## config.mk

```make
export PLATFORM = sky130hd
export DESIGN_NAME = ibus_initiator_flat
export DESIGN_NICKNAME = d
export VERILOG_FILES = /design/src/rtl/ibus_initiator_if.sv /design/src/rtl/ibus_initiator.sv /design/src/flat_wrapper.sv
export SDC_FILE = /design/constraint.sdc
export NUM_CORES = 1
export LEC_CHECK = 0
export CELL_PAD_IN_SITES_DETAIL_PLACEMENT = 1
export CELL_PAD_IN_SITES_GLOBAL_PLACEMENT = 1
export CORE_UTILIZATION = 32
export DETAILED_ROUTE_END_ITERATION = 6
export HOLD_SLACK_MARGIN = 0.08
export PLACE_DENSITY_LB_ADDON = 0.1
export SLEW_MARGIN = 10
export SYNTH_ARGS = -nofsm -noshare
export SYNTH_HDL_FRONTEND = slang
export SYNTH_SLANG_ARGS = --single-unit
```

## constraint.sdc

```tcl
create_clock -name CLK -period 2.1 [get_ports CLK]
set_clock_uncertainty 0.05 [all_clocks]
set_input_delay 0.63 -clock CLK [delete_from_list [all_inputs] [get_ports CLK]]
set_output_delay 0.63 -clock CLK [all_outputs]
set_load 0.01 [all_outputs]
```

## src/rtl/ibus_initiator_if.sv

```systemverilog
// IBUS master-side signal bundle. The initiator uses the master modport and a
// peripheral or its model uses the slave modport.
interface ibus_initiator_if;
  logic [27:0] IBUS_A;
  logic [31:0] IBUS_DO;
  logic [31:0] IBUS_DI;
  logic [3:0]  IBUS_BA;
  logic        IBUS_WE;
  logic        IBUS_REQ;
  logic        IBUS_BUSY;

  modport master (
    output IBUS_A, IBUS_DO, IBUS_BA, IBUS_WE, IBUS_REQ,
    input  IBUS_DI, IBUS_BUSY
  );

  modport slave (
    input  IBUS_A, IBUS_DO, IBUS_BA, IBUS_WE, IBUS_REQ,
    output IBUS_DI, IBUS_BUSY
  );
endinterface

```

## src/rtl/ibus_initiator.sv

```systemverilog
// Single-outstanding IBUS initiator with big-endian lane generation and read right-justification.
// Define IBUS_TIMEOUT_EN to abort a cycle after TIMEOUT consecutive IBUS_BUSY samples.
module ibus_initiator #(
  parameter int unsigned TIMEOUT = 255
) (
  input  logic                   CLK,
  input  logic                   RST_N,
  input  logic                   CE_R,
  input  logic                   CE_F,
  input  logic                   RES_N,
  input  logic                   CMD_REQ,
  input  logic [27:0]            CMD_A,
  input  logic                   CMD_WE,
  input  logic [1:0]             CMD_SZ,
  input  logic [31:0]            CMD_WD,
  output logic                   CMD_ACK,
  output logic [31:0]            CMD_RD,
  output logic                   CMD_AERR,
  output logic                   CMD_BERR,
  ibus_initiator_if.master       ibus
);

  typedef enum logic {IDLE, BUS} state_e;

  state_e      state_q, state_d;
  logic [27:0] ibus_a_q, ibus_a_d;
  logic [31:0] ibus_do_q, ibus_do_d;
  logic [3:0]  ibus_ba_q, ibus_ba_d;
  logic        ibus_we_q, ibus_we_d;
  logic        ibus_req_q, ibus_req_d;
  logic        cmd_ack_q, cmd_ack_d;
  logic        cmd_aerr_q, cmd_aerr_d;
  logic        cmd_berr_q, cmd_berr_d;
  logic [31:0] cmd_rd_q, cmd_rd_d;
  logic [7:0]  tmo_cnt_q, tmo_cnt_d;

  logic        align_err;
  logic        timeout_hit;
  logic [3:0]  lanes;
  logic [31:0] wr_data;
  logic [31:0] rd_data;

  // CE_F only marks when the slave drives read data; nothing here samples on it.
  logic unused_ce_f;
  assign unused_ce_f = CE_F;

  always_comb begin
    align_err = (CMD_SZ == 2'd3) ||
                ((CMD_SZ == 2'd1) && CMD_A[0]) ||
                ((CMD_SZ == 2'd2) && (CMD_A[1:0] != 2'b00));
  end

  always_comb begin
    lanes   = 4'b1111;
    wr_data = CMD_WD;
    case (CMD_SZ)
      2'd0: begin
        lanes   = 4'b1000 >> CMD_A[1:0];
        wr_data = {4{CMD_WD[7:0]}};
      end
      2'd1: begin
        lanes   = CMD_A[1] ? 4'b0011 : 4'b1100;
        wr_data = {2{CMD_WD[15:0]}};
      end
      default: ;
    endcase
  end

  // The registered lane mask alone identifies which DI bytes to return.
  always_comb begin
    case (ibus_ba_q)
      4'b1000: rd_data = {24'd0, ibus.IBUS_DI[31:24]};
      4'b0100: rd_data = {24'd0, ibus.IBUS_DI[23:16]};
      4'b0010: rd_data = {24'd0, ibus.IBUS_DI[15:8]};
      4'b0001: rd_data = {24'd0, ibus.IBUS_DI[7:0]};
      4'b1100: rd_data = {16'd0, ibus.IBUS_DI[31:16]};
      4'b0011: rd_data = {16'd0, ibus.IBUS_DI[15:0]};
      default: rd_data = ibus.IBUS_DI;
    endcase
  end

`ifdef IBUS_TIMEOUT_EN
  always_comb begin
    timeout_hit = ibus.IBUS_BUSY && (tmo_cnt_q == 8'(TIMEOUT - 1));
  end
`else
  logic [7:0] unused_timeout;
  assign unused_timeout = 8'(TIMEOUT);
  always_comb begin
    timeout_hit = 1'b0;
  end
`endif

  // State register
  always_ff @(posedge CLK or negedge RST_N) begin
    if (!RST_N) begin
      state_q    <= IDLE;
      ibus_a_q   <= '0;
      ibus_do_q  <= '0;
      ibus_ba_q  <= '0;
      ibus_we_q  <= 1'b0;
      ibus_req_q <= 1'b0;
      cmd_ack_q  <= 1'b0;
      cmd_aerr_q <= 1'b0;
      cmd_berr_q <= 1'b0;
      cmd_rd_q   <= '0;
      tmo_cnt_q  <= '0;
    end else begin
      state_q    <= state_d;
      ibus_a_q   <= ibus_a_d;
      ibus_do_q  <= ibus_do_d;
      ibus_ba_q  <= ibus_ba_d;
      ibus_we_q  <= ibus_we_d;
      ibus_req_q <= ibus_req_d;
      cmd_ack_q  <= cmd_ack_d;
      cmd_aerr_q <= cmd_aerr_d;
      cmd_berr_q <= cmd_berr_d;
      cmd_rd_q   <= cmd_rd_d;
      tmo_cnt_q  <= tmo_cnt_d;
    end
  end

  // Next-state logic
  always_comb begin
    state_d = state_q;
    if (CE_R) begin
      if (!RES_N) begin
        state_d = IDLE;
      end else begin
        case (state_q)
          IDLE: if (CMD_REQ && !align_err) state_d = BUS;
          BUS:  if (!ibus.IBUS_BUSY || timeout_hit) state_d = IDLE;
          default: state_d = IDLE;
        endcase
      end
    end
  end

  // Output/datapath logic; status flags default low so they last one CLK.
  always_comb begin
    ibus_a_d   = ibus_a_q;
    ibus_do_d  = ibus_do_q;
    ibus_ba_d  = ibus_ba_q;
    ibus_we_d  = ibus_we_q;
    ibus_req_d = ibus_req_q;
    cmd_ack_d  = 1'b0;
    cmd_aerr_d = 1'b0;
    cmd_berr_d = 1'b0;
    cmd_rd_d   = cmd_rd_q;
    tmo_cnt_d  = tmo_cnt_q;
    if (CE_R) begin
      if (!RES_N) begin
        ibus_a_d   = '0;
        ibus_do_d  = '0;
        ibus_ba_d  = '0;
        ibus_we_d  = 1'b0;
        ibus_req_d = 1'b0;
        tmo_cnt_d  = '0;
      end else begin
        case (state_q)
          IDLE: begin
            if (CMD_REQ) begin
              if (align_err) begin
                cmd_ack_d  = 1'b1;
                cmd_aerr_d = 1'b1;
                cmd_rd_d   = '0;
              end else begin
                ibus_a_d   = CMD_A;
                ibus_do_d  = CMD_WE ? wr_data : '0;
                ibus_ba_d  = lanes;
                ibus_we_d  = CMD_WE;
                ibus_req_d = 1'b1;
                tmo_cnt_d  = '0;
              end
            end
          end
          BUS: begin
            if (!ibus.IBUS_BUSY || timeout_hit) begin
              cmd_ack_d  = 1'b1;
              cmd_berr_d = ibus.IBUS_BUSY;
              cmd_rd_d   = (ibus.IBUS_BUSY || ibus_we_q) ? '0 : rd_data;
              ibus_a_d   = '0;
              ibus_do_d  = '0;
              ibus_ba_d  = '0;
              ibus_we_d  = 1'b0;
              ibus_req_d = 1'b0;
            end else begin
`ifdef IBUS_TIMEOUT_EN
              tmo_cnt_d = tmo_cnt_q + 8'd1;
`endif
            end
          end
          default: ;
        endcase
      end
    end
  end

  assign ibus.IBUS_A   = ibus_a_q;
  assign ibus.IBUS_DO  = ibus_do_q;
  assign ibus.IBUS_BA  = ibus_ba_q;
  assign ibus.IBUS_WE  = ibus_we_q;
  assign ibus.IBUS_REQ = ibus_req_q;
  assign CMD_ACK       = cmd_ack_q;
  assign CMD_AERR      = cmd_aerr_q;
  assign CMD_BERR      = cmd_berr_q;
  assign CMD_RD        = cmd_rd_q;

endmodule

```

## src/flat_wrapper.sv

```systemverilog
// flat-port wrapper written by rule: the top's interface ports become plain ports
module ibus_initiator_flat 
#(
  parameter int unsigned TIMEOUT = 255
)
  (CLK, RST_N, CE_R, CE_F, RES_N, CMD_REQ, CMD_A, CMD_WE, CMD_SZ, CMD_WD, CMD_ACK, CMD_RD, CMD_AERR, CMD_BERR, ibus_IBUS_A, ibus_IBUS_DO, ibus_IBUS_BA, ibus_IBUS_WE, ibus_IBUS_REQ, ibus_IBUS_DI, ibus_IBUS_BUSY);
  ibus_initiator_if ibus_i ();
  input  logic CLK;
  input  logic RST_N;
  input  logic CE_R;
  input  logic CE_F;
  input  logic RES_N;
  input  logic CMD_REQ;
  input  logic [27:0] CMD_A;
  input  logic CMD_WE;
  input  logic [1:0] CMD_SZ;
  input  logic [31:0] CMD_WD;
  output logic CMD_ACK;
  output logic [31:0] CMD_RD;
  output logic CMD_AERR;
  output logic CMD_BERR;
  output wire logic [$bits(ibus_i.IBUS_A)-1:0] ibus_IBUS_A;
  output wire logic [$bits(ibus_i.IBUS_DO)-1:0] ibus_IBUS_DO;
  output wire logic [$bits(ibus_i.IBUS_BA)-1:0] ibus_IBUS_BA;
  output wire logic [$bits(ibus_i.IBUS_WE)-1:0] ibus_IBUS_WE;
  output wire logic [$bits(ibus_i.IBUS_REQ)-1:0] ibus_IBUS_REQ;
  input wire logic [$bits(ibus_i.IBUS_DI)-1:0] ibus_IBUS_DI;
  input wire logic [$bits(ibus_i.IBUS_BUSY)-1:0] ibus_IBUS_BUSY;
  assign ibus_IBUS_A = ibus_i.IBUS_A;
  assign ibus_IBUS_DO = ibus_i.IBUS_DO;
  assign ibus_IBUS_BA = ibus_i.IBUS_BA;
  assign ibus_IBUS_WE = ibus_i.IBUS_WE;
  assign ibus_IBUS_REQ = ibus_i.IBUS_REQ;
  assign ibus_i.IBUS_DI = ibus_IBUS_DI;
  assign ibus_i.IBUS_BUSY = ibus_IBUS_BUSY;
  ibus_initiator #(.TIMEOUT(TIMEOUT)) u_core (.CLK(CLK), .RST_N(RST_N), .CE_R(CE_R), .CE_F(CE_F), .RES_N(RES_N), .CMD_REQ(CMD_REQ), .CMD_A(CMD_A), .CMD_WE(CMD_WE), .CMD_SZ(CMD_SZ), .CMD_WD(CMD_WD), .CMD_ACK(CMD_ACK), .CMD_RD(CMD_RD), .CMD_AERR(CMD_AERR), .CMD_BERR(CMD_BERR), .ibus(ibus_i));
endmodule
```

# Word level (Yosys, flattened, before mapping)

Cells that the tools add are included.

Register bits after elaboration: 101
Input port bits: 102
Output and inout port bits: 101
Logic and storage cells: 84

Equal/unequal tests: 15
Shifts and indexed selects: 1
Muxes and demuxes: 47
Bitwise operators: 1
Reduce and logical (&&, ||, !) cells: 11

Operator list:

| cell                | count |
|---|---|
| $mux 32             | 9 |
| $pmux 32 s2         | 3 |
| $pmux 32 s6         | 1 |
| $mux 28             | 4 |
| $pmux 28 s2         | 1 |
| $mux 4              | 5 |
| $mux 1              | 18 |
| $pmux 4 s2          | 2 |
| $ne 3x3->1 const B  | 3 |
| $eq 4x2->1 const B  | 2 |
| $eq 4x4->1 const B  | 2 |
| $pmux 1 s2          | 4 |
| $reduce_and 5->1    | 1 |
| $eq 2x2->1 const B  | 2 |
| $eq 4x1->1 const B  | 1 |
| $eq 4x3->1 const B  | 1 |
| $ne 2x2->1 const B  | 2 |
| $reduce_and 4->1    | 1 |
| $shr 4x2->4 const A | 1 |
| $logic_and 1x1->1   | 3 |
| $logic_or 1x1->1    | 3 |
| $eq 2x1->1 const B  | 1 |
| $logic_not 2->1     | 1 |
| $ne 2x1->1 const B  | 1 |
| other kinds (3)     | 3 |

# Longest topological paths before layout

Depth in word-level cells: 9
Depth in mapped cells: 6
Gate-level depth less buffers: 4

# Least setup slack after synthesis

Ideal clock, no wire load.

Path kind: in2reg
Start point: input port CMD_A[1]
End point: register u_core.ibus_do_q[29], in the netlist u_core.ibus.IBUS_DO[29]
Setup time: 0.121 ns
Arrival: 1.770 ns
Path slack: 0.159 ns
Stages on the path: 6
Path buffers: 2
Path through: or3_4 > a21oi_1 > o21ai_1 > buf_2 > buf_6 > a22o_1

Cells in the longest elaborated chain, start to end: 5

Ends and longest elaborated chain:

| what                       | RTL line              | RTL |
|---|---|---|
| start, declared            | flat_wrapper.sv:14    | `input logic [27:0] CMD_A;` |
| $reduce_bool 2->1          | ibus_initiator.sv:50  | `((CMD_SZ == 2'd2) && (CMD_A[1:0] != 2'b00));` |
| $logic_and 1x1->1          | ibus_initiator.sv:50  |  |
| $logic_or 1x1->1           | ibus_initiator.sv:49  | `((CMD_SZ == 2'd1) && CMD_A[0]) \|\|` |
| $ne 3x3->1 (no line)       | --                    |  |
| $reduce_and 4->1 (no line) | --                    |  |
| end signal, assigned       | ibus_initiator.sv:111 | `ibus_do_q <= ibus_do_d;` |
| end, declared              | ibus_initiator.sv:27  | `logic [31:0] ibus_do_q, ibus_do_d;` |

Every way passes these cells.
A chain may end at the register's enable or synchronous reset.

# Worst setup path in the final report

Start point: input port CMD_A[1]
End point: register u_core.ibus_do_q[26], in the netlist u_core.ibus.IBUS_DO[26]

The elaborated chain is that of the path after synthesis.

==> flow_summary_export.csv <==
group,metric,value,unit
run_status,status,"finished clean",
synthesis,yosysUniqueCellTypes,37,
routing,vias_per_cell,5.20,
floorplan,dieWidth,120,um
power_and_ir_drop,ir_worst_vdd,0.411,mV
routing,dr.pass1.iters,4,
timing,tightestPinTransition,0.555,ns
global_route,use_met3,6.18,%
clocking,cts-hold-fix-buffers,0,
floorplan,dieArea,14300,um2
synthesis,synth.area.top_cells,"dfrtp_1 (57%), a22o_1 (14%), mux2i_1 (5.4%)",
global_route,use_met1,25.6,%
floorplan,io_pins,203,
power_and_ir_drop,p_int,3.84,mW
setup_path,start_kind,"input pin",
setup_path,worst_r2r_endpoint,"u_core.CMD_RD[12]$_DFFE_PN0P_",
place,port_buffers,200,
global_route,grt.met2_usage,35.4,%
timing,period_minus_slack,2.03,ns
timing,slew_viol_final,0,
floorplan,core_area,13400,um2
clocking,clock_tree.root_cell,"clkbuf_16",
synthesis,synth.yosys.seq_area_share,57.0,%
synthesis,synth-seq-cells,101,
clocking,cts_buffers,9,
synthesis,synth_commonest_cells,"dfrtp_1 (101), a22o_1 (71), mux2i_1 (24), nand2_1 (24), o2bb2ai_1 (24)",
routing,drt_iter0_drc,172,
timing,setup_ws,0.0689,ns
min_path,min_path_type,"input pin to async pin",
place,dpl.hpwl,10500,um
setup_path,cp_max_fo,33,
setup_path,r2r-start,"u_core.ibus.IBUS_BA[3]$_DFFE_PN0P_",
timing,final.setup.tns,0,ns
routing,antenna_left,0,
routing,wl,14500,um
global_route,grt_pass1_vias,4254,
clocking,clk_pin_slew_worst_paths,0.07,ns
timing,setup_viol,0,
power_and_ir_drop,p_total,5.12,mW
cells_and_area,num_antenna_cells,0,
setup_path,cp.required,2.28,ns
synthesis,postSynthCellCount,354,
global_route,grt_antenna_before_repair,0,
global_route,grt_max_degree,102,
timing,rsz0062_at_grt,"false",
cells_and_area,syn_to_final_growth,62.1,%
power_and_ir_drop,p_clk_share,36.1,%
global_route,grt_first_pass_wirelength,23300,um
routing,drcViolationCount,0,
setup_path,crit_type,"input pin to flop",
setup_path,critPathCaptureType,"flop",
synthesis,syn_area_per_cell,12.5,um2
clocking,cts.sinks,101,
global_route,grt_busiest_layer,"met2",
power_and_ir_drop,powerDensity,713,nW/um2
synthesis,syn_area,4430,um2
global_route,overflow,0,
global_route,grt_usage,21.1,%
place,gp_congestion,0.813,
synthesis,yosysMostFrequentCell,"dfrtp_1",
power_and_ir_drop,pwr-share-comb,21.3,%
timing,layout_worst_path_cycle_share,96.7,%
power_and_ir_drop,power_frac_seq,42.6,%
place,pre_cts_ws,-0.373,ns
timing,fmax,0.492,GHz
synthesis,synth-async-reset-ratio,100,%
synthesis,synth_edf_count,0,
power_and_ir_drop,power.leakage,3.15,nW
clocking,cts_tree,"done",
power_and_ir_drop,switching_power,1.29,mW
synthesis,synth_flop_cell,"dfrtp_1",
setup_path,arrival,2.21,ns
floorplan,die_h,120,um
routing,post_drt_wl_per_cell,19.3,um
cells_and_area,fin_nets,674,
cells_and_area,layout-drive-gt1-share,11.3,%
synthesis,ys.warnings.count,0,
setup_path,r2r_setup_slack,0.40,ns
clocking,htree_levels,3,
job,maxCapViolations,0,
clocking,worstSkewPairLatency,0.35,ns
timing,slew-limit-headroom,63.0,%
timing,finalHoldViolCount,0,
clocking,clock_path_buffers,2,
setup_path,r2r_cells,5,
synthesis,syn_nets,456,
floorplan,rows,42,
synthesis,yosysTopAreaCellShare,57.0,%
synthesis,yosysTopAreaCell,"dfrtp_1",
floorplan,start_util,33.1,%
cells_and_area,fin_util,53.6,%
power_and_ir_drop,swShare,25.1,%
routing,vias,3916,
-- critical path, stage by stage --
cell and delay (ns):
clkdlybuf4s50_1 0.42, or3_4 0.41, a21oi_2 0.20, o21ai_4 0.10, buf_12 0.18, a22o_1 0.25
-- cell type report --
type	count	area [um2]
Sequential cell	101	2530
Clock buffer	11	253
Multi-Input combinational cell	222	1750
Clock inverter	5	82.6
Fill cell	1425	6210
Tap cell	176	220
Inverter	4	15.0
Timing Repair Buffer	234	2340
-- logic make-up (layout without fill, tap and decap cells) --
group,Yosys count,after routing,share of synthesized area (%)
and+or+nand+nor,45,45,5.20
DFF,101,101,57.0
AOI/OAI and AO/OA,149,149,27.7
xor gates and xnor gates,2,2,0.395
muxes,25,25,5.67
other,1,1,0.0846
buffers and inverters,31,254,3.92
-- power by group through the flow --
| stage | logic, mW | clock network, mW | registers (mW) |
|---|---|---|---|
| 3_5_place_dp | 1.10 | 0 | 2.22 |
| 3_3_place_gp | 1.08 | 0 | 2.21 |
| 4_1_cts | 1.11 | 1.91 | 2.18 |
| 2_1_floorplan | 0.351 | 0 | 2.27 |
| 5_1_grt | 1.17 | 1.97 | 2.20 |
| 6_report | 1.09 | 1.85 | 2.18 |
-- placed cells by master, fill, tap and decap left out, types with 3 or more instances in the layout --
master	Yosys	layout
o2bb2ai_1	24	24
a21o_1	5	5
buf_4	3	27
a221o_1	8	8
buf_12	0	6
clkdlybuf4s50_1	0	195
dfrtp_1	101	99
dlygate4sd2_1	0	3
nand2b_1	3	3
a32oi_1	8	8
nor2_1	6	6
a22oi_1	8	8
nand2_1	24	24
inv_1	4	4
mux2i_1	24	24
o21ai_0	8	8
clkbuf_16	0	9
a22o_1	71	71
a21oi_1	10	9
-- metal layers --
layer  routed length [um]  up-vias
met5                    0        -
met4                  323        0
met3                 1010       22
met2                 7240      126
met1                 5970     1967
li1                     -     1801
-- sequential cells by signal, summed over array words and instances, names as in the netlist --
register              count
u_core.ibus.IBUS_A       28
u_core.CMD_RD            32
u_core.ibus.IBUS_WE       1
u_core.state_q            1
u_core.CMD_AERR           1
u_core.ibus.IBUS_BA       4
u_core.ibus.IBUS_REQ      1
u_core.CMD_ACK            1
u_core.ibus.IBUS_DO      32
-- stage by stage --
stage	area [um2]	hold slack (ns)	cells
CTS	7160	0.321	752
global placement	6830	0.411	736
global route	7190	0.309	753
detailed placement	6830	0.423	736
finish	7190	0.265	753
floorplan	4430	0.284	354
-- repair_timing --
item,in CTS,in global routing
gates cloned,0,0
setup endpoints to repair,6,83
buffers inserted,0,1
pin swaps,0,2
gates resized for setup,5,6
-- worst max path at each step --
stage | start | end | slack (ns) | cells past startpoint
after floorplan | CMD_A[1] | u_core.ibus.IBUS_DO[29]$_DFFE_PN0P_ | 0.16 | 6
after global placement | CMD_A[0] | u_core.ibus.IBUS_DO[3]$_DFFE_PN0P_ | -0.35 | 6
after detailed placement | CMD_A[0] | u_core.ibus.IBUS_DO[3]$_DFFE_PN0P_ | -0.37 | 6
after CTS | CMD_A[0] | u_core.ibus.IBUS_DO[0]$_DFFE_PN0P_ | 0.002 | 7
after global routing | CMD_A[1] | u_core.ibus.IBUS_DO[12]$_DFFE_PN0P_ | 0.0004 | 7
final | CMD_A[1] | u_core.ibus.IBUS_DO[26]$_DFFE_PN0P_ | 0.07 | 6
Power figures use the tool's default switching activity.
